[src/rtl/sysid_probe.sv]
// sysid_probe: Avalon-MM read initiator that fetches the system ID word and
// the build timestamp word, compares them against build-time constants and
// reports pass, fail or bus timeout. Copes with waitrequest stalls and a
// fixed read latency, so it also works with slaves other than the sysid core.
module sysid_probe #(
  parameter logic [31:0] EXPECTED_ID        = 32'd0,
  parameter logic [31:0] EXPECTED_TIMESTAMP = 32'd1339225994,
  parameter int unsigned START_DELAY        = 16,
  parameter int unsigned READ_LATENCY       = 0,
  parameter int unsigned TIMEOUT_CYCLES     = 255
) (
  input  logic        clock,
  input  logic        reset,
  input  logic        start,
  output logic        avm_address,
  output logic        avm_read,
  input  logic        avm_waitrequest,
  input  logic [31:0] avm_readdata,
  output logic [31:0] id_value,
  output logic [31:0] timestamp_value,
  output logic        busy,
  output logic        done,
  output logic        match,
  output logic        timeout
);

  typedef enum logic [2:0] {
    INIT,
    RD_ID,
    LAT_ID,
    RD_TS,
    LAT_TS,
    CMP,
    DONE
  } state_t;

  // Limits folded to the widths of the counters they are compared against.
  // LAT_LAST is only reachable when READ_LATENCY is non-zero.
  localparam logic [15:0] DELAY_LIMIT   = 16'(START_DELAY);
  localparam logic [2:0]  LAT_LAST      = 3'(READ_LATENCY - 1);
  localparam logic [16:0] TIMEOUT_LIMIT = 17'(TIMEOUT_CYCLES);
  localparam bit          TIMEOUT_EN    = (TIMEOUT_CYCLES != 0);
  localparam bit          HAS_LATENCY   = (READ_LATENCY != 0);

  state_t      state, state_nxt;
  logic [15:0] dcnt, dcnt_nxt;
  logic [2:0]  lcnt, lcnt_nxt;
  logic [15:0] tcnt, tcnt_nxt;
  logic        read_nxt, addr_nxt;
  logic [31:0] id_nxt, ts_nxt;
  logic        busy_nxt, done_nxt, match_nxt, timeout_nxt;
  logic        stall_expired;

  // State, counters and every output are registered here.
  always_ff @(posedge clock or posedge reset) begin
    if (reset) begin
      state           <= INIT;
      dcnt            <= '0;
      lcnt            <= '0;
      tcnt            <= '0;
      avm_read        <= 1'b0;
      avm_address     <= 1'b0;
      id_value        <= '0;
      timestamp_value <= '0;
      busy            <= 1'b0;
      done            <= 1'b0;
      match           <= 1'b0;
      timeout         <= 1'b0;
    end else begin
      state           <= state_nxt;
      dcnt            <= dcnt_nxt;
      lcnt            <= lcnt_nxt;
      tcnt            <= tcnt_nxt;
      avm_read        <= read_nxt;
      avm_address     <= addr_nxt;
      id_value        <= id_nxt;
      timestamp_value <= ts_nxt;
      busy            <= busy_nxt;
      done            <= done_nxt;
      match           <= match_nxt;
      timeout         <= timeout_nxt;
    end
  end

  // Next-state and next-output logic; everything holds unless a state acts.
  always_comb begin
    state_nxt     = state;
    dcnt_nxt      = dcnt;
    lcnt_nxt      = lcnt;
    tcnt_nxt      = tcnt;
    read_nxt      = avm_read;
    addr_nxt      = avm_address;
    id_nxt        = id_value;
    ts_nxt        = timestamp_value;
    busy_nxt      = busy;
    done_nxt      = done;
    match_nxt     = match;
    timeout_nxt   = timeout;
    stall_expired = TIMEOUT_EN && (({1'b0, tcnt} + 17'd1) == TIMEOUT_LIMIT);

    case (state)
      INIT: begin
        busy_nxt = 1'b1;
        if (dcnt == DELAY_LIMIT) begin
          state_nxt = RD_ID;
          read_nxt  = 1'b1;
          addr_nxt  = 1'b0;
        end else begin
          dcnt_nxt = dcnt + 16'd1;
        end
      end

      RD_ID, RD_TS: begin
        if (avm_waitrequest) begin
          if (stall_expired) begin
            state_nxt   = DONE;
            tcnt_nxt    = '0;
            read_nxt    = 1'b0;
            timeout_nxt = 1'b1;
            match_nxt   = 1'b0;
            done_nxt    = 1'b1;
            busy_nxt    = 1'b0;
          end else begin
            tcnt_nxt = tcnt + 16'd1;
          end
        end else begin
          tcnt_nxt = '0;
          lcnt_nxt = '0;
          if (HAS_LATENCY) begin
            read_nxt  = 1'b0;
            state_nxt = (state == RD_ID) ? LAT_ID : LAT_TS;
          end else if (state == RD_ID) begin
            id_nxt    = avm_readdata;
            state_nxt = RD_TS;
            addr_nxt  = 1'b1;
          end else begin
            ts_nxt    = avm_readdata;
            state_nxt = CMP;
            read_nxt  = 1'b0;
          end
        end
      end

      LAT_ID, LAT_TS: begin
        if (lcnt == LAT_LAST) begin
          lcnt_nxt = '0;
          if (state == LAT_ID) begin
            id_nxt    = avm_readdata;
            state_nxt = RD_TS;
            read_nxt  = 1'b1;
            addr_nxt  = 1'b1;
          end else begin
            ts_nxt    = avm_readdata;
            state_nxt = CMP;
          end
        end else begin
          lcnt_nxt = lcnt + 3'd1;
        end
      end

      CMP: begin
        match_nxt = (id_value == EXPECTED_ID) && (timestamp_value == EXPECTED_TIMESTAMP);
        done_nxt  = 1'b1;
        busy_nxt  = 1'b0;
        state_nxt = DONE;
      end

      DONE: begin
        read_nxt = 1'b0;
        if (start) begin
          done_nxt    = 1'b0;
          match_nxt   = 1'b0;
          timeout_nxt = 1'b0;
          busy_nxt    = 1'b1;
          read_nxt    = 1'b1;
          addr_nxt    = 1'b0;
          state_nxt   = RD_ID;
        end
      end

      default: begin
        state_nxt = INIT;
      end
    endcase
  end

endmodule

[config.mk]
export PLATFORM = sky130hd
export DESIGN_NAME = sysid_probe
export DESIGN_NICKNAME = d
export VERILOG_FILES = /design/src/rtl/sysid_probe.sv
export SDC_FILE = /design/constraint.sdc
export NUM_CORES = 1
export LEC_CHECK = 0
export CELL_PAD_IN_SITES_DETAIL_PLACEMENT = 1
export CELL_PAD_IN_SITES_GLOBAL_PLACEMENT = 2
export CORE_MARGIN = 3
export CORE_UTILIZATION = 33
export DETAILED_ROUTE_END_ITERATION = 7
export PLACE_DENSITY = 0.8
export SKIP_LAST_GASP = 1
export SLEW_MARGIN = 20
export SYNTH_ARGS = -nofsm -noshare
export SYNTH_HDL_FRONTEND = slang
export SYNTH_SLANG_ARGS = --single-unit
export TNS_END_PERCENT = 20
[constraint.sdc]
create_clock -name clock -period 4.51 [get_ports clock]
set_input_delay 0.902 -clock clock [delete_from_list [all_inputs] [get_ports clock]]
set_output_delay 0.902 -clock clock [all_outputs]
set_load 0.03 [all_outputs]
# Yosys cells after proc, flatten, opt, wreduce, memory -nomap -nowiden
# Index checks and enable logic that the tools add are counted.
# W data, S select, Z words.
# word_totals
regBits,108
latchBits,0
mem_bits_rw,0
rom_bits,0
input_bits,36
output_inout_bits,70
elab_cells,103
memories,0
# op_classes
n_addsub,4
multipliers,0
n_div,0
n_lt_le_gt_ge,0
n_eq_ne,22
n_shift,0
muxes,44
n_bitwise,1
n_reduce_logical,20
# op_table
operator,n
$mux W32,8
$pmux W32 S2,2
$add A16 B1 Y16 const B,2
$eq A32 B31 Y1 const B,1
$logic_not A32 Y1,1
$mux W16,2
$mux W3,9
$ne A2 B2 Y1 const B,10
$add A16 B1 Y17 const B,1
$eq A17 B8 Y1 const B,1
$eq A16 B5 Y1 const B,1
$reduce_and A4 Y1,4
$mux W1,15
$pmux W3 S5,1
$eq A3 B3 Y1 const B,4
$pmux W1 S4,3
$reduce_and A5 Y1,2
$reduce_bool A4 Y1,2
$reduce_and A7 Y1,1
$eq A3 B2 Y1 const B,2
$ne A3 B3 Y1 const B,2
$pmux W1 S3,2
$pmux W3 S2,1
$reduce_and A6 Y1,1
other kinds (10),13

# Logic depth before layout (Yosys ltp)
# Gate-level depths: netlist of run 1.
# logic_depth
word_depth,5
ltp_mapped,8
depth_no_buf,8

# Worst setup path after synthesis of run 1
# OpenSTA, ideal clock, no wires.
# synth_path
path_type,input-to-reg
start,input port avm_waitrequest
end,register id_value[0]
setup_ns,0.125
t_arrival_ns,1.982
t_required_ns,4.385
path_slack_ns,2.404
path_stages,4
path_buffers,1
cell_sequence,or3_1 > a21oi_4 > buf_4 > mux2_2
# synth_between
elab_chain_len,2
# synth_lines
item,line_no,rtl
from (decl),17,"input logic avm_waitrequest,"
$ne A2 B2 Y1 (no source line),-,
$reduce_and A5 Y1 (no source line),-,
to (signal assigned),76,id_value <= id_nxt;
to (decl),19,"output logic [31:0] id_value,"
# No other way between the ends.
# A chain may end at the register's enable or synchronous reset.

# Worst setup path in the final report of run 1
# layout_path
start,input port avm_waitrequest
end,register timestamp_value[31]
# layout_between
elab_chain_len,2
# layout_lines
item,line_no,rtl
$ne A2 B2 Y1 (no source line),-,
$reduce_and A5 Y1 (no source line),-,
to (signal assigned),77,timestamp_value <= ts_nxt;
to (decl),20,"output logic [31:0] timestamp_value,"
# No other way between the ends.

==> results of run 1 <==
## synthesized netlist by cell type, drive strengths merged (3+ instances only)
master and n:
a21oi 15, and2 4, and3 10, and4 5
buf 14, clkbuf 4, dfrtp 108, ha 6
inv 10, mux2 65, mux2i 7, nand2 38
nand2b 3, nand3 12, nand4 10, nand4b 3
nor2 27, nor3 14, nor4 12, nor4b 3
nor4bb 3, o21ai 23, o21bai 4, o31ai 3
or3 3, xnor2 12, xor2 8
## metrics by stage
stage | hold WS (ns) | cell area (um^2) | setup WS [ns] | total power (uW) | util, %
CTS | 0.5054 | 6758 | 1.569 | 5121 | 43.96
detailed placement | 0.4897 | 6475 | 1.216 | 4315 | 42.12
global placement | 0.4736 | 6475 | 1.273 | 4243 | 42.12
global route | 0.5169 | 6758 | 1.438 | 5396 | 43.96
finish | 0.5052 | 6758 | 1.556 | 5047 | 43.96
floorplan | 0.4467 | 5238 | 0.7624 | 3323 | -
## worst paths after layout
path	from	end	slack (ns)	cells past startpoint
max in group asynchronous	reset	tcnt[11]	2.58	3
hold reg to reg	dcnt[14]	dcnt[14]	0.51	1
setup reg to reg	state[2]	tcnt[6]	1.82	5
hold / removal	dcnt[14]	dcnt[14]	0.51	1
min in group asynchronous	reset	id_value[29]	1.03	2
setup / recovery	avm_waitrequest	timestamp_value[31]	1.56	5
## critical path, stage by stage
cell	delay, ns
clkdlybuf4s50_1	0.84
inv_1	0.32
a41oi_4	0.28
buf_4	0.43
mux2_2	0.40
## layer usage
layer  part of all wire, %  up-vias  routed length, um
met5                     0        -                  0
met4                   1.4        0                201
met3                   8.5       12               1193
met2                    45       86               6380
met1                    45     1990               6336
li1                      -     1866                  -
## sequential cells by signal, indices dropped and copies added, names as in the netlist
register,count
avm_read,1
lcnt,3
tcnt,16
state,3
timestamp_value,32
id_value,32
avm_address,1
match,1
dcnt,16
busy,1
done,1
timeout,1
## power by group
group	total, uW	switching (uW)	internal [uW]
Combinational	2420	1310	1110
Sequential	1850	475	1380
Clock	772	388	383
Total	5050	2180	2870
## cell families after synthesis
group	count (synthesis)
AOI/OAI and AO/OA	64
xor gates and xnor gates	20
adders and majority gates	6
buffers and inverters	28
DFF	108
muxes	72
and+or+nand+nor	158
## area by class of cell
cell class	count	share of cell area, %
clock buffer	9	3.333
clock inverter	7	0.8517
inverter	10	0.5925
multi-input combinational	320	35.33
sequential	108	39.99
tap	211	3.907
timing repair buffer	109	16.00
==> flow_metrics.tcl, run 1 <==
set metrics [dict create \
    status "finished, final reports clean" \
    insertion_delay_ns 0.36 \
    start_util_pct 34.07 \
    critPathLaunchType "input port" \
    grt_overflow 0 \
    routabilityCongestion 0.7701 \
    grt_util_met1_pct 21.66 \
    synth_adder_area_share_pct 1.433 \
    ant_nets 0 \
    drt-pass1-iter-count 4 \
    synth-edff-count 0 \
    io_pins 106 \
    synth-seq-area-share_pct 51.60 \
    synth_compound_area_share_pct 8.528 \
    diodes 0 \
    hp-class "reg2reg" \
    dpl.cell_count 758 \
    multi_input_area_um2 2387 \
    synth_ff_type "dfrtp_1" \
    num_vias 3954 \
    syn-num-nets 498 \
    max-cap-violations 0 \
    relSlewSlack_pct 44.79 \
    top_usage_layer "met2" \
    place.detailed.hpwl_um 10300 \
    grt_use_total_pct 16.80 \
    area_delta_synth_final_pct 29.03 \
    syn_avg_cell_area_um2 11.49 \
    yosys.cell_types.count 67 \
    grt_pass1_vias 4316 \
    fp.dieW_um 132.0 \
    crit_path_max_fanout 32 \
    ctsResizeCount 0 \
    synth_top_family_by_area "simple AND/OR/NAND/NOR gates" \
    viasPerCell 5.109 \
    ys_async_sr_fraction_pct 100.0 \
    postCtsSetupBuffers 0 \
    netlist_area_um2 5238 \
    grt_pass1_wl_um 23690 \
    critical_path_class "in2reg" \
    cts-root-buf "clkbuf_16" \
    die_area_um2 17420 \
    fin_crit_ns 2.954 \
    layout_commonest_cell "dfrtp_1" \
    drv_slew 0 \
    clkSlewWorstSetupHoldPaths_ns 0.08 \
    ys_ff_latch 108 \
    setup_tns_ns 0 \
    rows 45 \
    period_share_pct 65.49 \
    die-height_um 132.0 \
    clock_sinks 108 \
    avgRoutedWirePerCell_um 18.23 \
    max-vdd-ir-drop_mv 0.3735 \
    rsz0062_at_grt "false" \
    cts_tree "yes" \
    netlist_instances 456 \
    synth-simple-area-share_pct 16.60 \
    arrival_ns 3.20 \
    end_kind "flop" \
    synth_xor_area_share_pct 3.344 \
    skew_ns 0.007012 \
    powerDensity_nw_per_um2 746.9 \
    cts_made_buffers 9 \
    antenna_found_initial 0 \
    detail_route.iter0.violations 120 \
    grt_max_degree 60 \
    met3_usage_pct 7.176 \
    drcViolationCount 0 \
    mostFrequentLayoutCells "dfrtp_1, clkdlybuf4s50_1, mux2_2, nand2_1, nor2_1" \
    routed_wl_um 14110 \
    synthMuxAreaShare_pct 15.31 \
    worst_pin_slew_ns 0.8252 \
    htreeDepth 3 \
    coreArea_um2 15370 \
    fmax_ghz 0.3386 \
    cts_buffer_depth 2 \
    critPathRequiredTime_ns 4.75 \
    fillCellCount 1622 \
    finalHoldViolCount 0 \
    fin_cells 774 \
    p_leak_uw 0.002728 \
    io_buffers 105 \
    ctsHoldBuffers 0 \
    use_met2_pct 25.66 \
    yosys-top-cells-area "dfrtp_1, mux2_2, nand2_1" \
    setup_viol 0 \
    synth_top_area_cell "dfrtp_1" \
    yosysWarningCount 0 \
    seq_area_um2 2703 \
    nNetsFinal 600 \
    synth_top_area_share_pct 51.60 \
    drive_gt1_share_pct 18.29 \
]
(Power assumes the default switching activity.)
==> run 2, diff against run 1 <==
Clock period 4.51 ns to 2.8 ns, I/O delays scaled along.
==> run 2 against run 1 <==
Combinational power rose by 67%; non-clock buffer count increased by 7; global-route usage decreased by 0.076 points; clock power increased by 77%; critical path type is now reg2reg.
==> flow_metrics.tcl, run 2 (same netlist as run 1, synthesis figures left out) <==
set metrics [dict create \
    status "finished, final reports clean" \
    num_vias 3946 \
    io_buffers 105 \
    path_buf_inv 0 \
    max-vdd-ir-drop_mv 0.6363 \
    cpLargestDelayFamily "simple AND/OR/NAND/NOR gates" \
    critical_path_class "reg2reg" \
    fillCellCount 1641 \
    diodes 0 \
    placed_area_um2 6566 \
    drcViolationCount 0 \
    finalWorstSetupSlack_ns 0.5037 \
    ctsHoldBuffers 0 \
    place.detailed.hpwl_um 10080 \
    drive_gt1_share_pct 19.30 \
    crit_path_max_fanout 7 \
    setup_viol 0 \
    final_util_pct 44.79 \
    cp_cell_sequence "ha_1 -> and3_4 -> or3b_1 -> a21oi_2 -> o2111ai_2 -> nor3_2 -> nor3_1" \
    die_area_um2 17420 \
    cts_made_buffers 9 \
    clkSlewWorstSetupHoldPaths_ns 0.07 \
    routabilityCongestion 0.8067 \
    cts_buffer_depth 2 \
    crit_cells 7 \
    skew_ns 0.009287 \
    detail_route.iter0.violations 160 \
    htreeDepth 3 \
    worstRegToRegCells 7 \
    antenna_found_initial 0 \
    dpl_worst_slack_ns 0.4603 \
    coreArea_um2 15370 \
    drv_slew 0 \
    layout_commonest_cell "dfrtp_1" \
    nNetsFinal 607 \
    grt_max_degree 109 \
    top_regs "id_value: 32 flops, timestamp_value: 32 flops" \
    grt_use_total_pct 16.72 \
    rsz0062_at_grt "false" \
    worst_pin_slew_ns 0.6006 \
    die-height_um 132.0 \
    hp-class "reg2reg" \
    grt_pass1_vias 4399 \
    end_kind "flop" \
    ant_nets 0 \
    critPathLaunchType "flop" \
    finalInstanceArea_um2 6885 \
    rows 45 \
    cpMaxStageDelayCell "dfrtp_1" \
    period_share_pct 82.01 \
    start_util_pct 34.07 \
    arrival_ns 2.52 \
    clock_sinks 108 \
    p_total_uw 8348 \
    ctsResizeCount 0 \
    fin_crit_ns 2.296 \
    drt-pass1-iter-count 4 \
    area_delta_synth_final_pct 31.46 \
    grt_overflow 0 \
    cts-root-buf "clkbuf_16" \
    cts_tree "yes" \
    routed_wl_um 14110 \
    finalHoldViolCount 0 \
    setup_tns_ns 0 \
    postCtsSetupBuffers 0 \
    powerDensity_nw_per_um2 1212 \
    critPathRequiredTime_ns 3.03 \
    mostFrequentLayoutCells "dfrtp_1, clkdlybuf4s50_1, mux2_2, nand2_1, nor2_1" \
    grt_pass1_wl_um 23640 \
    viasPerCell 5.052 \
    slowest_delay_ns 0.44 \
    fmax_ghz 0.4355 \
    worstHoldPathCells 1 \
    relSlewSlack_pct 59.96 \
    p_leak_uw 0.002791 \
    avgRoutedWirePerCell_um 18.07 \
    io_pins 106 \
    insertion_delay_ns 0.36 \
    max-cap-violations 0 \
    fp.dieW_um 132.0 \
]
-- run 2: cell count changes in the layout (fill, tap and decap cells not counted) --
cell       previous run  this run
clkbuf_8              0         2
clkinv_2              1         0
buf_12                0         3
bufinv_16             0         1
inv_4                 1         0
buf_4                 4         8
inv_6                 2         1
-- run 2: area by class of cell --
cell class	count	area, um^2	share of cell area (%)
multi-input combinational	320	2387	34.67
inverter	10	41.29	0.5997
clock inverter	5	66.31	0.9631
timing repair buffer	116	1171	17.01
clock buffer	11	252.7	3.671
sequential	108	2703	39.25
tap	211	264.0	3.834
-- run 2: final timing paths --
check	start	end	slack (ns)
min in group asynchronous	reset	dcnt[10]	0.70
worst max-delay path	tcnt[0]	tcnt[4]	0.50
worst min-delay path	dcnt[15]	dcnt[15]	0.50
worst min register to register	dcnt[15]	dcnt[15]	0.50
max in group asynchronous	reset	tcnt[11]	1.64
worst max register to register	tcnt[0]	tcnt[4]	0.50
-- run 2: worst register-to-register path, stage by stage, from the launching register on --
cell and delay (ns):
dfrtp_1 0.44, ha_1 0.31, and3_4 0.23, or3b_1 0.36, a21oi_2 0.19, o2111ai_2 0.21
nor3_2 0.32, nor3_1 0.11
-- run 2: metal layers --
layer  vias up  share of wire, %  track usage [%]
met5         -                 0                0
met4         0               1.1            4.259
met3         9               8.3            7.786
met2        82                45            26.05
met1      1980                45            21.11
li1       1875                 -                -
-- run 2: power by group --
| part | switching [uW] | leakage, uW | internal [uW] |
|---|---|---|---|
| logic | 2180 | 0.00132 | 1850 |
| registers | 726 | 0.00132 | 2220 |
| clock network | 612 | 0.000154 | 755 |
| total | 3520 | 0.00279 | 4830 |
-- run 2: metrics by stage --
| step | cells | hold slack [ns] |
|---|---|---|
| finish | 781 | 0.4990 |
| global route | 781 | 0.5201 |
| CTS | 781 | 0.5062 |
| detailed placement | 765 | 0.4937 |
| global placement | 765 | 0.4765 |
| floorplan | 456 | 0.4467 |
